## src/rtl/tc_pl_cap_data_cap_resp.sv

```systemverilog
// ---------------------------------------------------------------------------
// tc_pl_cap_data_cap_resp
//
// Capture responder. The initiator raises Gc_cap_trig and holds it until it
// sees the one-cycle Gc_capr_rdy acknowledge. On a fresh rising edge of the
// trigger the block latches the phase tag and the sample count, acknowledges,
// and then forwards exactly that many qualified ADC samples. The final sample
// is marked with cap_last, and cap_done pulses in the same cycle. A trigger
// edge that arrives while a capture is already running is dropped and
// recorded in a sticky error flag.
//
// Timing, counted from the cycle in which Gc_cap_trig first shows high at the
// input:
//   +1 edge : rising edge detected, phase and count latched, FSM -> ACK
//   +2      : Gc_capr_rdy = 1 (one cycle), cap_busy rises
//   CAPT    : each adc_valid beat reappears one cycle later on cap_data
// A zero-length request acknowledges and then pulses cap_done in the cycle
// after Gc_capr_rdy, without forwarding any sample.
//
// Ports
//   clk            in   single rising-edge clock
//   rst            in   synchronous, active-high reset
//   Gc_cap_trig    in   capture request (level, held until acknowledged)
//   Gc_cap_phase   in   phase tag for the requested capture
//   cap_sample_num in   samples per capture, latched at request
//   adc_data       in   ADC sample
//   adc_valid      in   qualifies adc_data
//   Gc_capr_rdy    out  one-cycle capture-accepted acknowledge
//   cap_data       out  forwarded sample
//   cap_valid      out  qualifies cap_data
//   cap_last       out  marks the final sample of a capture
//   cap_phase      out  latched phase tag of the current capture
//   cap_busy       out  high while the FSM is in ACK or CAPT
//   cap_done       out  one-cycle pulse when a capture finishes
//   trig_ovr_err   out  sticky: a trigger edge was dropped
//
// Every output is driven straight from a flop.
// ---------------------------------------------------------------------------
module tc_pl_cap_data_cap_resp #(
  parameter int unsigned CAP0_3 = 2,
  parameter int unsigned DATA_W = 16,
  parameter int unsigned LEN_W  = 12
) (
  input  logic              clk,
  input  logic              rst,
  input  logic              Gc_cap_trig,
  input  logic [CAP0_3-1:0] Gc_cap_phase,
  input  logic [LEN_W-1:0]  cap_sample_num,
  input  logic [DATA_W-1:0] adc_data,
  input  logic              adc_valid,
  output logic              Gc_capr_rdy,
  output logic [DATA_W-1:0] cap_data,
  output logic              cap_valid,
  output logic              cap_last,
  output logic [CAP0_3-1:0] cap_phase,
  output logic              cap_busy,
  output logic              cap_done,
  output logic              trig_ovr_err
);

  typedef enum logic [1:0] {
    StIdle = 2'd0,
    StAck  = 2'd1,
    StCapt = 2'd2
  } state_e;

  state_e              state_q, state_d;

  // Delayed copy of the trigger used for edge detection.
  logic                trig_dly_q, trig_dly_d;
  // Low for the first edge after reset so a trigger that is already high
  // when reset releases only loads trig_dly_q and never looks like an edge.
  logic                arm_q, arm_d;

  logic [LEN_W-1:0]    len_q, len_d;
  logic [LEN_W-1:0]    sample_cnt_q, sample_cnt_d;

  // Zero-length capture: delays cap_done to the cycle after the acknowledge.
  logic                zero_done_q, zero_done_d;

  // Output registers.
  logic                rdy_q, rdy_d;
  logic [DATA_W-1:0]   cap_data_q, cap_data_d;
  logic                cap_valid_q, cap_valid_d;
  logic                cap_last_q, cap_last_d;
  logic [CAP0_3-1:0]   cap_phase_q, cap_phase_d;
  logic                busy_q, busy_d;
  logic                done_q, done_d;
  logic                ovr_q, ovr_d;

  logic                trig_rise;
  logic                accept;
  logic                last_beat;

  // -------------------------------------------------------------------------
  // Next-state and output logic
  // -------------------------------------------------------------------------
  always_comb begin
    state_d      = state_q;
    trig_dly_d   = Gc_cap_trig;
    arm_d        = 1'b1;
    len_d        = len_q;
    sample_cnt_d = sample_cnt_q;
    zero_done_d  = 1'b0;
    cap_phase_d  = cap_phase_q;
    cap_data_d   = cap_data_q;

    trig_rise = arm_q & Gc_cap_trig & ~trig_dly_q;
    accept    = (state_q == StCapt) & adc_valid;
    last_beat = accept & (sample_cnt_q == (len_q - LEN_W'(1)));

    // Outputs are decoded from the current state and registered, so they
    // trail the FSM by one cycle.
    rdy_d       = (state_q == StAck);
    busy_d      = (state_q != StIdle);
    cap_valid_d = accept;
    cap_last_d  = last_beat;
    done_d      = last_beat | zero_done_q;
    ovr_d       = ovr_q | (trig_rise & (state_q != StIdle));

    if (accept) begin
      cap_data_d = adc_data;
    end

    unique case (state_q)
      StIdle: begin
        if (trig_rise) begin
          cap_phase_d  = Gc_cap_phase;
          len_d        = cap_sample_num;
          sample_cnt_d = '0;
          state_d      = StAck;
        end
      end
      StAck: begin
        if (len_q != '0) begin
          state_d = StCapt;
        end else begin
          zero_done_d = 1'b1;
          state_d     = StIdle;
        end
      end
      StCapt: begin
        if (accept) begin
          sample_cnt_d = sample_cnt_q + LEN_W'(1);
          if (last_beat) begin
            state_d = StIdle;
          end
        end
      end
      default: begin
        state_d = StIdle;
      end
    endcase
  end

  // -------------------------------------------------------------------------
  // State registers
  // -------------------------------------------------------------------------
  always_ff @(posedge clk) begin
    if (rst) begin
      state_q      <= StIdle;
      trig_dly_q   <= 1'b0;
      arm_q        <= 1'b0;
      len_q        <= '0;
      sample_cnt_q <= '0;
      zero_done_q  <= 1'b0;
      rdy_q        <= 1'b0;
      cap_data_q   <= '0;
      cap_valid_q  <= 1'b0;
      cap_last_q   <= 1'b0;
      cap_phase_q  <= '0;
      busy_q       <= 1'b0;
      done_q       <= 1'b0;
      ovr_q        <= 1'b0;
    end else begin
      state_q      <= state_d;
      trig_dly_q   <= trig_dly_d;
      arm_q        <= arm_d;
      len_q        <= len_d;
      sample_cnt_q <= sample_cnt_d;
      zero_done_q  <= zero_done_d;
      rdy_q        <= rdy_d;
      cap_data_q   <= cap_data_d;
      cap_valid_q  <= cap_valid_d;
      cap_last_q   <= cap_last_d;
      cap_phase_q  <= cap_phase_d;
      busy_q       <= busy_d;
      done_q       <= done_d;
      ovr_q        <= ovr_d;
    end
  end

  assign Gc_capr_rdy  = rdy_q;
  assign cap_data     = cap_data_q;
  assign cap_valid    = cap_valid_q;
  assign cap_last     = cap_last_q;
  assign cap_phase    = cap_phase_q;
  assign cap_busy     = busy_q;
  assign cap_done     = done_q;
  assign trig_ovr_err = ovr_q;

endmodule
```

## config.mk

```make
export PLATFORM = sky130hd
export DESIGN_NAME = tc_pl_cap_data_cap_resp
export DESIGN_NICKNAME = d
export VERILOG_FILES = /design/src/rtl/tc_pl_cap_data_cap_resp.sv
export SDC_FILE = /design/constraint.sdc
export NUM_CORES = 1
export LEC_CHECK = 0
export BUFFER_PORTS_ARGS = -buffer_cell sky130_fd_sc_hd__buf_2
export CAP_MARGIN = 20
export CELL_PAD_IN_SITES_DETAIL_PLACEMENT = 1
export CELL_PAD_IN_SITES_GLOBAL_PLACEMENT = 1
export CORE_MARGIN = 4
export CORE_UTILIZATION = 41
export CTS_BUF_LIST = sky130_fd_sc_hd__clkbuf_8
export CTS_CLUSTER_DIAMETER = 120
export DETAILED_ROUTE_END_ITERATION = 16
export GPL_TIMING_DRIVEN = 0
export MAX_ROUTING_LAYER = met4
export PLACE_DENSITY_LB_ADDON = 0.15
export SLEW_MARGIN = 5
export SYNTH_ARGS = -nofsm -noshare
export SYNTH_HDL_FRONTEND = slang
export SYNTH_SLANG_ARGS = --single-unit
```

## constraint.sdc

```tcl
create_clock -name clk -period 2.5 [get_ports clk]
set_input_delay 0.625 -clock clk [delete_from_list [all_inputs] [get_ports clk]]
set_output_delay 0.625 -clock clk [all_outputs]
set_load 0.005 [all_outputs]
```

# == Word level (Yosys, flattened, before mapping) ==
# Index checks and enable logic that the tools add are counted.
# op_classes
add_sub_neg,2
reduce_logical,8
n_bitwise,9
eq_ne,6
n_mux,10
# op_table
cell,n
2-to-1 mux 12 bit,2
case mux 12 bit (2 select lines),1
adder 12 x 1 -> 12 bit (second input constant),1
equality test 12 bit,1
nonzero test 12 bit,1
subtractor 12 x 1 -> 12 bit (second input constant),1
2-to-1 mux 2 bit,4
!= test 2 bit (second input constant),3
case mux 2 bit (3 select lines),1
AND reduction 3 bit,2
bitwise AND 1 bit,5
nonzero test 2 bit,2
equality test 2 x 1 -> 1 bit (second input constant),1
equality test 2 bit (second input constant),1
zero test 2 bit,1
2-to-1 mux 1 bit,2
inverter 1 bit,2
bitwise OR 1 bit,2
AND reduction 2 bit,1
OR reduction 2 bit,1
# word_totals
reg_bits,53
input_bits,34
out_inout_bits,24
elab_cells,49

# == Depth between registers and ports, before layout ==
# logic_depth
depth_word,6
depth_mapped,8
ltp_nobuf,8

# == Least setup slack after synthesis ==
# Ideal clock, no wire load.
# synth_path
kind,reg2reg
from,reg len_q[0]
to,reg state_q[1]
synth_period_minus_slack_ns,1.880
t_arrival_ns,1.763
slack_ns,0.620
required_time_ns,2.383
n_path_buf,0
stages_incl_launch_ff,9
setup_ns,0.117
cell_sequence,dfxtp_1 -> inv_1 -> ha_1 -> or4b_4 -> nor2_2 -> xnor2_1 -> nor3_4 -> nand4b_1 -> a22o_1
# synth_between
elab_chain_len,5
word_cells_on_any_way,8
cone_classes,add/sub: 1; eq/ne: 2; mux: 2; bitwise: 1; reduce/logical: 2
# synth_lines
element,line,rtl
from (decl),75,"logic [LEN_W-1:0] len_q, len_d;"
from (signal assigned),179,len_q <= len_d;
subtractor 12 x 1 -> 12 bit,110,last_beat = accept & (sample_cnt_q == (len_q - LEN_W'(1)));
equality test 12 bit,110,
bitwise AND 1 bit,110,
!= test 2 bit (no line),n/a,
AND reduction 3 bit (no line),n/a,
to (signal assigned),161,state_q <= StIdle;
to (signal assigned),176,state_q <= state_d;
to (decl),67,"state_e state_q, state_d;"
# Several ways; a longest one is shown, not always the timed one.
# A chain may end at the register's enable or synchronous reset.

# == Worst setup path after layout ==
# Same ends and word-level chain as after synthesis.

==> results.tsv <==
stage	metric	value	unit
die	core_area	0.005675	mm²
layout	antennaDiodeCount	0	
die	num_rows	27	
clock_network	cts_buffers	5	
routing	first_pass_iters	3	
grt	grt_pass1_vias	2255	
logic_synthesis	synth_mux_area_share	0.4061	%
worst_setup_path	crit_buf_inv	1	
worst_setup_path	max_stage_delay	520	ps
clock_network	clock_latency	310	ps
worst_setup_path	end_kind	register	
placement	place_congestion	0.8466	
placement	dp.final_hpwl	5169	µm
layout	syn_to_final_growth	20.10	%
power_and_ir_drop	p_total	1.729	mW
routing	vias_per_cell	5.033	
layout	final_layout_size_suffix_gt1_share	24.44	%
grt	grt_max_degree	17	
die	chipHeight	85.54	µm
grt	antenna_found_initial	0	
timing	fmax	453.6	MHz
timing	slew_headroom	37.93	%
worst_setup_path	cp.required	2710	ps
logic_synthesis	synth.cell_area	0.002465	mm²
routing	drtAntennaViolNets	0	
routing	drc	0	
timing	fin_crit	2205	ps
clock_network	cts_htree_levels	2	
power_and_ir_drop	p_per_area	584.2	mW/mm²
logic_synthesis	synth_nets	328	
power_and_ir_drop	p_leak	1.169	nW
worst_setup_path	crit_family	simple AND/OR/NAND/NOR gates	
clock_network	holdBufCountCts	0	
timing	rsz0062_at_grt	false	
clock_network	root_buffer	clkbuf_8	
logic_synthesis	synth_area_per_cell	8.470	µm²
timing	hold_viol	0	
timing	drv_slew	0	
power_and_ir_drop	irDropWorstVdd	0.2663	mV
routing	drtIter0Drc	68	
grt	grt.total_usage	19.83	%
timing	tightest_slew	922.5	ps
worst_setup_path	worstPathMaxFanout	7	
routing	wl_per_cell	15.68	µm
placement	io_buffers	57	
die	dieArea	0.007316	mm²
die	start_util	43.43	%
clock_network	clk_pin_slew	100	ps
worst_setup_path	critPathLaunchType	register	
run_status	status	completed	
worst_setup_path	crit_chain	inv_1 -> ha_1 -> or4b_4 -> nor3_1 -> a311o_1 -> nand4b_1 -> a22o_1	
die	fp.dieW	85.54	µm
logic_synthesis	synth_top_family_by_area	simple AND/OR/NAND/NOR gates	
clock_network	cts_setup_buffers	0	
logic_synthesis	yosysUniqueCellTypes	43	
clock_network	cts_tree	yes	
logic_synthesis	synthAdderAreaFrac	1.523	%
clock_network	cts_sinks	53	
logic_synthesis	synthXorXnorAreaFrac	9.594	%
timing	finalCritPeriodShare	88.18	%
worst_setup_path	cp_slowest_cell	or4b_4	
layout	nFillCells	721	
worst_setup_path	worstSetupPathType	register to register	
logic_synthesis	yosys.area_share.simple	29.29	%
grt	grt_pass1_wl	11050	µm
timing	fin_tns_setup	0	ps
timing	fin_skew	5.679	ps
logic_synthesis	synth_seq_cells	53	
routing	routed_wl	6710	µm
clock_network	clock_path_buffers	2	
routing	vias	2154	
grt	grt-ovfl-total	0	
layout	nNetsFinal	392	
logic_synthesis	syn_inst	291	
worst_hold_path	min_path_type	register to register	
logic_synthesis	ys_warn_count	0	
worst_setup_path	crit_arrival	2410	ps
logic_synthesis	synth_compound_area_share	10.91	%
die	io_pins	58	
clock_network	cts_resized	0	
flow_run	cap_violations	0	
logic_synthesis	seq_area_frac_synth	43.05	%
timing	setup_viol	0	
[layout make-up]
cell class / count / area, µm² / share of cell area, %
Inverter: 7 / 26.28 / 0.8876
Clock buffer: 6 / 82.58 / 2.790
Multi-Input combinational cell: 215 / 1275 / 43.07
Sequential cell: 53 / 1061 / 35.84
Buffer: 16 / 102.6 / 3.466
Clock inverter: 2 / 37.54 / 1.268
Tap cell: 72 / 90.09 / 3.043
Timing Repair Buffer: 57 / 285.3 / 9.637
[registers in the layout (all words and copies together) (netlist names)]
signal and count:
sample_cnt_q 12, arm_q 1, zero_done_q 1, cap_last 1, state_q 2, cap_phase 2, cap_valid 1, cap_data 16
Gc_capr_rdy 1, trig_dly_q 1, cap_busy 1, trig_ovr_err 1, cap_done 1, len_q 12
[report_power, final]
part | switching, mW | internal [mW]
combinational | 0.128 | 0.105
clock | 0.290 | 0.326
sequential | 0.0184 | 0.863
[cells in the mapped netlist (all sizes together)]
cell / number / area share (%)
a2111oi: 1 / 1.1
a211oi: 1 / 0.30
a21oi: 36 / 7.5
a221oi: 1 / 0.36
a22o: 1 / 0.36
a311o: 2 / 0.81
and2: 1 / 0.25
and2b: 1 / 0.36
and3: 3 / 0.86
and3b: 1 / 0.36
buf: 6 / 2.2
clkbuf: 10 / 1.9
dfxtp: 53 / 43
ha: 3 / 1.5
inv: 7 / 1.1
mux2i: 1 / 0.41
nand2: 72 / 11
nand2b: 1 / 0.25
nand3: 3 / 0.81
nand3b: 2 / 0.61
nand4: 7 / 1.8
nand4b: 2 / 0.71
nand4bb: 1 / 1.1
nor2: 25 / 3.9
nor2b: 2 / 0.51
nor3: 11 / 3.6
nor3b: 2 / 0.61
nor4: 4 / 1.6
o211ai: 1 / 0.30
o21ai: 1 / 0.20
or4: 1 / 0.46
or4b: 1 / 0.56
xnor2: 18 / 6.4
xor2: 9 / 3.2
[through the flow]
step / std cells / utilization (%) / hold WS (ps) / cell area [µm²] / setup slack, ps
2_1_floorplan: 291 / - / 416.9 / 2465 / 620.4
3_3_place_gp: 420 / 50.04 / 439.2 / 2840 / 149.3
3_5_place_dp: 420 / 50.04 / 443.9 / 2840 / 99.04
4_1_cts: 428 / 52.16 / 457.4 / 2960 / 278.7
5_1_grt: 428 / 52.16 / 482.1 / 2960 / 144.5
6_report: 428 / 52.16 / 454.8 / 2960 / 295.5
[worst register-to-register path, cell delays in order, from the launching register on]
cell and delay, ps:
dfxtp_1 400, inv_1 120, ha_1 310, or4b_4 520, nor3_1 160, a311o_1 240
nand4b_1 150, a22o_1 220
[routing by layer]
layer	wire, µm	part of all wire [%]	global-route usage (%)	up-vias
met5	0	0	-	-
met1	2929	44	22.43	1016
met4	79	1.2	5.180	0
li1	-	-	-	1094
met3	247	3.7	4.131	8
met2	3454	51	35.45	36
[cells in the final DEF, fill, tap and decap left out, types with 3 or more instances in the layout]
| cell | instances |
|---|---|
| nand4_1 | 7 |
| buf_6 | 4 |
| inv_1 | 7 |
| a21oi_1 | 35 |
| ha_1 | 3 |
| nand2_1 | 72 |
| nor2_1 | 24 |
| clkbuf_1 | 9 |
| dfxtp_1 | 53 |
| nor4_1 | 3 |
| clkbuf_8 | 7 |
| xor2_1 | 9 |
| nor3_1 | 7 |
| buf_2 | 59 |
| xnor2_1 | 18 |
[cell families (layout without fill, tap and decap cells)]
group	after synthesis	count (layout)
adder cells (fa/ha/maj)	3	3
buffers and inverters	23	88
AO/OA/AOI/OAI	44	44
AND/OR/NAND/NOR	140	140
flip-flops	53	53
multiplexers	1	1
XOR/XNOR	27	27
[path summary, 6_finish.rpt]
check                                              start                       end  slack (ps)  cells past startpoint
worst min register to register  cap_data[4]$_SDFFE_PP0P_  cap_data[4]$_SDFFE_PP0P_         450                      2
worst min-delay path            cap_data[4]$_SDFFE_PP0P_  cap_data[4]$_SDFFE_PP0P_         450                      2
worst max-delay path               len_q[0]$_SDFFE_PP0P_   state_q[1]$_SDFFE_PP0P_         300                      7
worst max register to register     len_q[0]$_SDFFE_PP0P_   state_q[1]$_SDFFE_PP0P_         300                      7
Note: power is estimated with default switching activity, not from simulation.
